## src/rtl/user_id_serial_reader.sv

```systemverilog
// Reads the tie-cell encoded project ID: samples it twice to confirm it is stable,
// latches it, and streams it MSB-first followed by an even-parity bit.
// Ports:
//   wb_clk_i, wb_rst_i   clock and synchronous active-high reset
//   id_bits_i            raw tie-cell outputs
//   rd_req_i             read request, accepted only when idle
//   busy_o               high whenever a read is in progress
//   id_value_o/valid_o   last good ID and its valid flag
//   id_err_o             stability failure flag
//   sdo_o/bit_stb_o      serial data and first-clock-of-bit strobe
//   frame_o              high across all data and parity bits
//   done_o               one-cycle pulse at the end of every read
module user_id_serial_reader #(
    parameter int unsigned ID_WIDTH  = 32,
    parameter int unsigned CLK_DIV   = 4,
    parameter int unsigned MAX_RETRY = 3
) (
    input  logic                wb_clk_i,
    input  logic                wb_rst_i,
    input  logic [ID_WIDTH-1:0] id_bits_i,
    input  logic                rd_req_i,
    output logic                busy_o,
    output logic [ID_WIDTH-1:0] id_value_o,
    output logic                id_valid_o,
    output logic                id_err_o,
    output logic                sdo_o,
    output logic                bit_stb_o,
    output logic                frame_o,
    output logic                done_o
);

    localparam int unsigned DIV_W = (CLK_DIV > 1) ? $clog2(CLK_DIV) : 1;
    localparam int unsigned BIT_W = $clog2(ID_WIDTH + 1);
    localparam int unsigned RTY_W = $clog2(MAX_RETRY + 1);

    typedef enum logic [2:0] {
        IDLE   = 3'd0,
        SAMP_A = 3'd1,
        SAMP_B = 3'd2,
        SHIFT  = 3'd3,
        PARITY = 3'd4,
        DONE   = 3'd5,
        ERROR  = 3'd6
    } state_e;

    state_e              state_q, state_d;
    logic [ID_WIDTH-1:0] samp_a_q, samp_a_d;
    logic [ID_WIDTH-1:0] shift_q, shift_d;
    logic [ID_WIDTH-1:0] id_value_q, id_value_d;
    logic [DIV_W-1:0]    div_cnt_q, div_cnt_d;
    logic [BIT_W-1:0]    bit_cnt_q, bit_cnt_d;
    logic [RTY_W-1:0]    retry_q, retry_d;
    logic                parity_q, parity_d;
    logic                valid_q, valid_d;
    logic                err_q, err_d;
    logic                busy_q, busy_d;
    logic                sdo_q, sdo_d;
    logic                stb_q, stb_d;
    logic                frame_q, frame_d;
    logic                done_q, done_d;

    // State, datapath and output registers
    always_ff @(posedge wb_clk_i) begin
        if (wb_rst_i) begin
            state_q    <= IDLE;
            samp_a_q   <= '0;
            shift_q    <= '0;
            id_value_q <= '0;
            div_cnt_q  <= '0;
            bit_cnt_q  <= '0;
            retry_q    <= '0;
            parity_q   <= 1'b0;
            valid_q    <= 1'b0;
            err_q      <= 1'b0;
            busy_q     <= 1'b0;
            sdo_q      <= 1'b0;
            stb_q      <= 1'b0;
            frame_q    <= 1'b0;
            done_q     <= 1'b0;
        end else begin
            state_q    <= state_d;
            samp_a_q   <= samp_a_d;
            shift_q    <= shift_d;
            id_value_q <= id_value_d;
            div_cnt_q  <= div_cnt_d;
            bit_cnt_q  <= bit_cnt_d;
            retry_q    <= retry_d;
            parity_q   <= parity_d;
            valid_q    <= valid_d;
            err_q      <= err_d;
            busy_q     <= busy_d;
            sdo_q      <= sdo_d;
            stb_q      <= stb_d;
            frame_q    <= frame_d;
            done_q     <= done_d;
        end
    end

    // Next-state logic; outputs are decoded from the next state so the
    // registered outputs line up with the state they describe.
    always_comb begin
        state_d    = state_q;
        samp_a_d   = samp_a_q;
        shift_d    = shift_q;
        id_value_d = id_value_q;
        div_cnt_d  = div_cnt_q;
        bit_cnt_d  = bit_cnt_q;
        retry_d    = retry_q;
        parity_d   = parity_q;
        valid_d    = valid_q;
        err_d      = err_q;

        unique case (state_q)
            IDLE: begin
                if (rd_req_i) begin
                    valid_d = 1'b0;
                    err_d   = 1'b0;
                    retry_d = '0;
                    state_d = SAMP_A;
                end
            end
            SAMP_A: begin
                samp_a_d = id_bits_i;
                state_d  = SAMP_B;
            end
            SAMP_B: begin
                // Second sample is compared live against the first
                if (samp_a_q == id_bits_i) begin
                    id_value_d = id_bits_i;
                    valid_d    = 1'b1;
                    shift_d    = id_bits_i;
                    parity_d   = ^id_bits_i;
                    div_cnt_d  = '0;
                    bit_cnt_d  = '0;
                    state_d    = SHIFT;
                end else begin
                    retry_d = retry_q + RTY_W'(1);
                    if (retry_d == RTY_W'(MAX_RETRY)) begin
                        err_d   = 1'b1;
                        state_d = ERROR;
                    end else begin
                        state_d = SAMP_A;
                    end
                end
            end
            SHIFT: begin
                if (div_cnt_q == DIV_W'(CLK_DIV - 1)) begin
                    div_cnt_d = '0;
                    shift_d   = {shift_q[ID_WIDTH-2:0], 1'b0};
                    if (bit_cnt_q == BIT_W'(ID_WIDTH - 1)) begin
                        bit_cnt_d = '0;
                        state_d   = PARITY;
                    end else begin
                        bit_cnt_d = bit_cnt_q + BIT_W'(1);
                    end
                end else begin
                    div_cnt_d = div_cnt_q + DIV_W'(1);
                end
            end
            PARITY: begin
                if (div_cnt_q == DIV_W'(CLK_DIV - 1)) begin
                    div_cnt_d = '0;
                    state_d   = DONE;
                end else begin
                    div_cnt_d = div_cnt_q + DIV_W'(1);
                end
            end
            DONE:    state_d = IDLE;
            ERROR:   state_d = IDLE;
            default: state_d = IDLE;
        endcase

        busy_d  = (state_d != IDLE);
        frame_d = (state_d == SHIFT) || (state_d == PARITY);
        stb_d   = frame_d && (div_cnt_d == '0);
        done_d  = (state_d == DONE) || (state_d == ERROR);
        if (state_d == SHIFT) begin
            sdo_d = shift_d[ID_WIDTH-1];
        end else if (state_d == PARITY) begin
            sdo_d = parity_d;
        end else begin
            sdo_d = 1'b0;
        end
    end

    assign busy_o     = busy_q;
    assign id_value_o = id_value_q;
    assign id_valid_o = valid_q;
    assign id_err_o   = err_q;
    assign sdo_o      = sdo_q;
    assign bit_stb_o  = stb_q;
    assign frame_o    = frame_q;
    assign done_o     = done_q;

endmodule

```

## config.mk

```make
export PLATFORM = sky130hd
export DESIGN_NAME = user_id_serial_reader
export DESIGN_NICKNAME = d
export VERILOG_FILES = /design/src/rtl/user_id_serial_reader.sv
export SDC_FILE = /design/constraint.sdc
export NUM_CORES = 1
export LEC_CHECK = 0
export CAP_MARGIN = 20
export CORE_UTILIZATION = 58
export DETAILED_ROUTE_END_ITERATION = 10
export HOLD_SLACK_MARGIN = 0.06
export PLACE_DENSITY = 0.81
export RECOVER_POWER = 100
export SLEW_MARGIN = 20
export SYNTH_ARGS = -nofsm -noshare
export SYNTH_HDL_FRONTEND = slang
export SYNTH_SLANG_ARGS = --single-unit
export TNS_END_PERCENT = 50
```

## constraint.sdc

```tcl
create_clock -name wb_clk_i -period 3.2 [get_ports wb_clk_i]
set_input_delay 0.48 -clock wb_clk_i [delete_from_list [all_inputs] [get_ports wb_clk_i]]
set_output_delay 0.48 -clock wb_clk_i [all_outputs]
set_load 0.1 [all_outputs]
```

==> impl_metrics.ini, run 1 <==
[placed_design]
port_buffers = 73
place_ws_ns = 0.268
place.gp.congestion = 0.854
dp_hpwl_um = 8780
dp.cells = 775

[setup_path]
end_kind = flop
reg2reg_to = bit_cnt_q[2]$_SDFFE_PP0P_
crit_path_end = bit_stb_o$_SDFF_PP0_
cp_data_arrival_time_ns = 3.17
worstSetupStartpoint = id_bits_i[1]
ff2ff_path_depth = 6
rrSetupSlack_ns = 0.74
cp-start-kind = input pin
worstPathRequired_ns = 3.59
critPathKind = in2reg
cp_max_fo = 5
rr_startpoint = state_q[1]$_SDFF_PP0_

[sta]
clock.fmax_ghz = 0.360
finalSetupViolCount = 0
worst_pin_slew_ns = 1.19
setup_tns_ns = 0
rsz0062_at_grt = false
finClkSkew_ns = 0.00873
maxSlewViolCount = 0
slew_headroom = 0.208
layout_min_cycle_time_ns = 2.78
setup_slack_ns = 0.425
fin_crit_sh = 0.867
hold_viol_final = 0

[detailed_routing]
vias = 4751
post_drt_via_cell_ratio = 5.90
drt-initial-drc-count = 414
wirelength_um = 13600
antenna_left = 0
first_pass_iters = 6
drc = 0
wl_per_cell_um = 16.9

[logic_synthesis]
syn_inst = 617
synthXorXnorAreaFrac = 0.109
syn-num-nets = 655
synth_cell_types = 39
synth_top_family_by_area = simple AND/OR/NAND/NOR gates
synth.area.mux_share = 0.00396
syn_avg_cell_area_um2 = 8.19
synth-adder-area-share = 0.00743
ys_seq_area_frac = 0.463
ys_ff_latch = 117
syn-cell-area_mm2 = 0.00505
synth-simple-area-share = 0.214
synth_compound_area_frac = 0.164
ys_warn_count = 0

[layout]
syn_to_final_growth_pct = 27.1
fillers = 594
multi_input_area_mm2 = 0.00250
diodes = 0
final_common_cell = nand2_1
seq_area_mm2 = 0.00234
stdcell_count = 805
final_cell_mix = 192 x nand2_1, 117 x dfxtp_1, 87 x a21oi_1, 36 x xor2_1, 32 x clkdlybuf4s50_1
nNetsFinal = 727
drive_above_1_share = 0.0814

[clock_network]
clk_path_buf_depth = 2
cts_tree = yes
clkSinkCount = 117
cts_resized = 0
hold_buffers = 0
cts_setup_buffers = 0
clock_latency_ns = 0.52
cts_max_level = 4
path_clk_slew_ns = 0.06
numCtsBuffers = 17
cts_root_buf = clkbuf_8

[power]
p_leak_nw = 2.35
peakVddDrop_uv = 349
total_power_mw = 3.92
power_density_mw_per_mm2 = 610

[global_route]
grt_pass1_wl_um = 21600
grt_pass1_vias = 4458
grt_usage = 0.317
grt_max_degree = 89
antenna_found_initial = 0
grt-ovfl-total = 0

[floorplan]
rows = 33
start_util = 0.606
ios = 74
die_h_um = 95.4
die_area_mm2 = 0.00909
die_w_um = 95.4
core_mm2 = 0.00834

[hold_path]
hp-class = reg2reg

[flow_run]
drv_cap = 0

[run_status]
outcome = finished clean
[worst max-delay path, cell delays in order]
cell and delay [ns]:
dlygate4sd3_1 0.66, xor2_1 0.19, nor4_1 0.57, nand4_1 0.31, o2111a_1 0.33, a311o_1 0.35, a2111oi_0 0.28
[report_power, final]
group | switching (mW) | internal, mW | total [mW]
clock | 0.653 | 1.36 | 2.01
sequential | 0.0248 | 1.49 | 1.51
combinational | 0.225 | 0.165 | 0.389
[cells by family (layout without fill, tap and decap cells)]
| kind of cell | Yosys count | in the layout |
|---|---|---|
| XOR/XNOR | 63 | 63 |
| AO/OA/AOI/OAI | 142 | 142 |
| adder cells (fa/ha/maj) | 3 | 3 |
| flip-flops | 117 | 117 |
| multiplexers | 2 | 2 |
| buffers and inverters | 43 | 126 |
| AND/OR/NAND/NOR | 247 | 247 |
[cell usage after synthesis]
master	count	share of area
nand2b_1	4	0.0049
a31oi_2	1	0.0025
nor2_1	11	0.0082
nand3b_1	3	0.0045
a22oi_1	12	0.018
nand4_1	3	0.0037
ha_1	3	0.0074
nor4_2	8	0.020
nand3_1	9	0.0089
xor2_1	36	0.062
buf_4	4	0.0059
inv_1	4	0.0030
a211oi_1	2	0.0030
mux2i_1	2	0.0040
buf_2	6	0.0059
buf_1	1	0.00074
o22ai_1	1	0.0012
buf_6	1	0.0022
o2111a_1	1	0.0022
a311o_1	1	0.0020
a211oi_2	1	0.0025
dfxtp_1	117	0.46
xnor2_1	27	0.047
clkbuf_1	27	0.020
and3_1	3	0.0037
and4_1	2	0.0035
a2111oi_2	1	0.0030
a21oi_1	87	0.086
nor3b_1	1	0.0015
nor3_1	5	0.0049
nor4b_1	1	0.0017
o211ai_1	1	0.0015
a41oi_1	1	0.0017
a31oi_1	26	0.032
nand2_1	192	0.14
a311oi_1	2	0.0035
nor2b_1	4	0.0049
o21ai_0	5	0.0049
or3_1	1	0.0012
[cell type report]
| class | count | area share |
|---|---|---|
| repair buffers | 92 | 0.125 |
| flip-flops and latches | 117 | 0.365 |
| inverters | 4 | 0.00234 |
| well taps | 105 | 0.0205 |
| multi-input cells | 457 | 0.390 |
| clock inverters | 8 | 0.0228 |
| clock buffers | 22 | 0.0752 |
[metal layers]
layer,global-route usage,routed length [µm]
met5,0,0
met1,0.384,5480
met2,0.528,6760
met4,0.143,345
met3,0.0781,1060
[flip-flops by register name, summed over array words and instances, names as in the netlist]
| register | cells |
|---|---|
| id_value_o | 32 |
| samp_a_q | 32 |
| shift_q | 32 |
| bit_cnt_q | 6 |
| state_q | 3 |
| div_cnt_q | 2 |
| retry_q | 2 |
| bit_stb_o | 1 |
| busy_o | 1 |
| done_o | 1 |
| frame_o | 1 |
| id_err_o | 1 |
| id_valid_o | 1 |
| parity_q | 1 |
| sdo_o | 1 |
[metrics by stage]
stage | hold WS, ns | cell area [µm²] | util
2_1_floorplan | 0.432 | 5050 | -
3_3_place_gp | 0.438 | 5870 | 0.704
3_5_place_dp | 0.447 | 5870 | 0.704
4_1_cts | 0.455 | 6500 | 0.779
5_1_grt | 0.462 | 6420 | 0.770
6_report | 0.448 | 6420 | 0.770
[worst min-delay path by stage]
stage	startpoint	end	slack [ns]	cells after the start
global placement	shift_q[1]$_SDFFE_PP0P_	shift_q[1]$_SDFFE_PP0P_	0.44	2
floorplan	shift_q[1]$_SDFFE_PP0P_	shift_q[1]$_SDFFE_PP0P_	0.43	2
detailed placement	id_value_o[28]$_SDFFE_PP0P_	id_value_o[28]$_SDFFE_PP0P_	0.45	2
CTS	id_value_o[28]$_SDFFE_PP0P_	id_value_o[28]$_SDFFE_PP0P_	0.45	2
finish	id_value_o[28]$_SDFFE_PP0P_	id_value_o[28]$_SDFFE_PP0P_	0.45	2
global route	shift_q[5]$_SDFFE_PP0P_	shift_q[5]$_SDFFE_PP0P_	0.46	2
Power figures use the tool's default switching activity.
==> run 2, diff against run 1 <==
--- a/config.mk
+++ b/config.mk
@@ -6,8 +6,10 @@
 export NUM_CORES = 1
 export LEC_CHECK = 0
 export CAP_MARGIN = 20
-export CORE_UTILIZATION = 58
+export CORE_UTILIZATION = 68
+export CTS_CLUSTER_DIAMETER = 200
 export DETAILED_ROUTE_END_ITERATION = 10
+export DONT_BUFFER_PORTS = 1
 export HOLD_SLACK_MARGIN = 0.06
 export PLACE_DENSITY = 0.81
 export RECOVER_POWER = 100
==> run 2 against run 1 <==
Clock skew barely moved; worst setup slack improved by 0.010 ns; die area fell by 14%; hold slack got worse by 0.35 ns; global-route usage rose by 0.86 points; largest cell class unchanged; largest power group unchanged; total power fell by 3.4%; non-clock buffer count fell by 84; highest routed layer unchanged; via count fell by 8.7%.
==> impl_metrics.ini, run 2 (synthesized netlist as in run 1, its figures left out) <==
[run_status]
outcome = finished clean

[sta]
worst_pin_slew_ns = 1.13
fin_crit_sh = 0.864
finClkSkew_ns = 0.00889
slew_headroom = 0.249
layout_min_cycle_time_ns = 2.76
setup_tns_ns = 0
clock.fmax_ghz = 0.362
rsz0062_at_grt = false
maxSlewViolCount = 0
finalSetupViolCount = 0
hold_viol_final = 0

[power]
peakVddDrop_uv = 451
total_power_mw = 3.78
power_density_mw_per_mm2 = 667
p_leak_nw = 1.94

[detailed_routing]
drt-initial-drc-count = 349
post_drt_via_cell_ratio = 6.05
first_pass_iters = 5
vias = 4336
wirelength_um = 12200
drc = 0
antenna_left = 0
wl_per_cell_um = 17.0

[setup_path]
cp_data_arrival_time_ns = 3.19
crit_buf_inv = 1
cp_slowest_cell = a31oi_2
cp_top_family = compound AO/OA/AOI/OAI gates
cp-start-kind = flop
critPathMaxStageDelay_ns = 0.74
end_kind = flop
critPathKind = reg2reg
worstPathRequired_ns = 3.63
cp_max_fo = 20
path_cells = nor2b_1, and3_1, a31oi_2, clkbuf_2, nand2_1, a21oi_1

[global_route]
grt_pass1_wl_um = 19100
grt_max_degree = 118
grt-ovfl-total = 0
grt_usage = 0.325
antenna_found_initial = 0
grt_pass1_vias = 4054

[floorplan]
start_util = 0.701
die_area_mm2 = 0.00778
core_mm2 = 0.00721
rows = 31
ios = 74
die_h_um = 88.2
die_w_um = 88.2

[placed_design]
dp_hpwl_um = 7590
port_buffers = 0
place.gp.congestion = 0.824

[clock_network]
cts_max_level = 4
clock_latency_ns = 0.51
numCtsBuffers = 17
path_clk_slew_ns = 0.06
cts_root_buf = clkbuf_8
clkSinkCount = 117
clk_path_buf_depth = 2
cts_setup_buffers = 0
cts_resized = 0
hold_buffers = 1
cts_tree = yes

[flow_run]
drv_cap = 0

[layout]
drive_above_1_share = 0.0744
diodes = 0
syn_to_final_growth_pct = 12.3
final_cell_mix = 192 x nand2_1, 117 x dfxtp_1, 87 x a21oi_1, 36 x xor2_1, 27 x xnor2_1
fillers = 518
nNetsFinal = 643
final_common_cell = nand2_1

[hold_path]
hp-class = in2reg
==> run 2: cell count changes in the layout (fill, tap and decap cells not counted), sizes merged <==
| cell | change |
|---|---|
| clkdlybuf4s50 | -32 |
| buf | -13 |
| clkinvlp | +3 |
| dlygate4sd3 | -28 |
| inv | +1 |
| clkbuf | -13 |
==> run 2: worst reg2reg max path, stage by stage, from the launching register on <==
cell and delay, ns:
dfxtp_1 0.49, nor2b_1 0.16, and3_1 0.43, a31oi_2 0.75, clkbuf_2 0.54, nand2_1 0.14, a21oi_1 0.17
==> run 2: cell type report <==
| class | count | area (µm²) | share of cell area |
|---|---|---|---|
| Multi-Input combinational cell | 457 | 2510 | 0.442 |
| Clock buffer | 20 | 435 | 0.0767 |
| Clock inverter | 12 | 178 | 0.0313 |
| Inverter | 4 | 15.0 | 0.00265 |
| Sequential cell | 117 | 2340 | 0.413 |
| Timing Repair Buffer | 8 | 71.3 | 0.0126 |
| Tap cell | 99 | 124 | 0.0218 |
==> run 2: worst paths after layout <==
check                              end  depth (start not counted)  slack [ns]                     from
max            shift_q[9]$_SDFFE_PP0P_                          6        0.44    state_q[2]$_SDFF_PP0_
min          samp_a_q[16]$_SDFFE_PP0P_                          2         0.1            id_bits_i[16]
max reg2reg    shift_q[9]$_SDFFE_PP0P_                          6        0.44    state_q[2]$_SDFF_PP0_
min reg2reg    shift_q[4]$_SDFFE_PP0P_                          2        0.46  shift_q[4]$_SDFFE_PP0P_
==> run 2: metal layers <==
| layer | vias to the layer above | wire, µm | track usage |
|---|---|---|---|
| li1 | 2085 | - | - |
| met2 | 186 | 6100 | 0.541 |
| met5 | - | 0 | 0 |
| met1 | 2039 | 4900 | 0.391 |
| met3 | 26 | 1000 | 0.102 |
| met4 | 0 | 212 | 0.135 |
==> run 2: per-stage QoR <==
stage,instances,utilization,instance area (µm²),worst slack (ns),hold WS [ns]
after global routing,717,0.787,5670,0.267,0.0893
after global placement,684,0.701,5060,0.790,0.431
final,717,0.787,5670,0.435,0.0982
after floorplan,617,-,5050,1.26,0.432
after CTS,717,0.790,5700,0.650,0.0851
after detailed placement,684,0.701,5060,0.714,0.442
==> run 2: report_power, final <==
group	leakage, nW	total [mW]	internal (mW)	switching (mW)
Clock	0.288	1.97	1.29	0.685
Combinational	0.707	0.286	0.123	0.163
Sequential	0.946	1.53	1.49	0.0376
Total	1.94	3.78	2.90	0.886
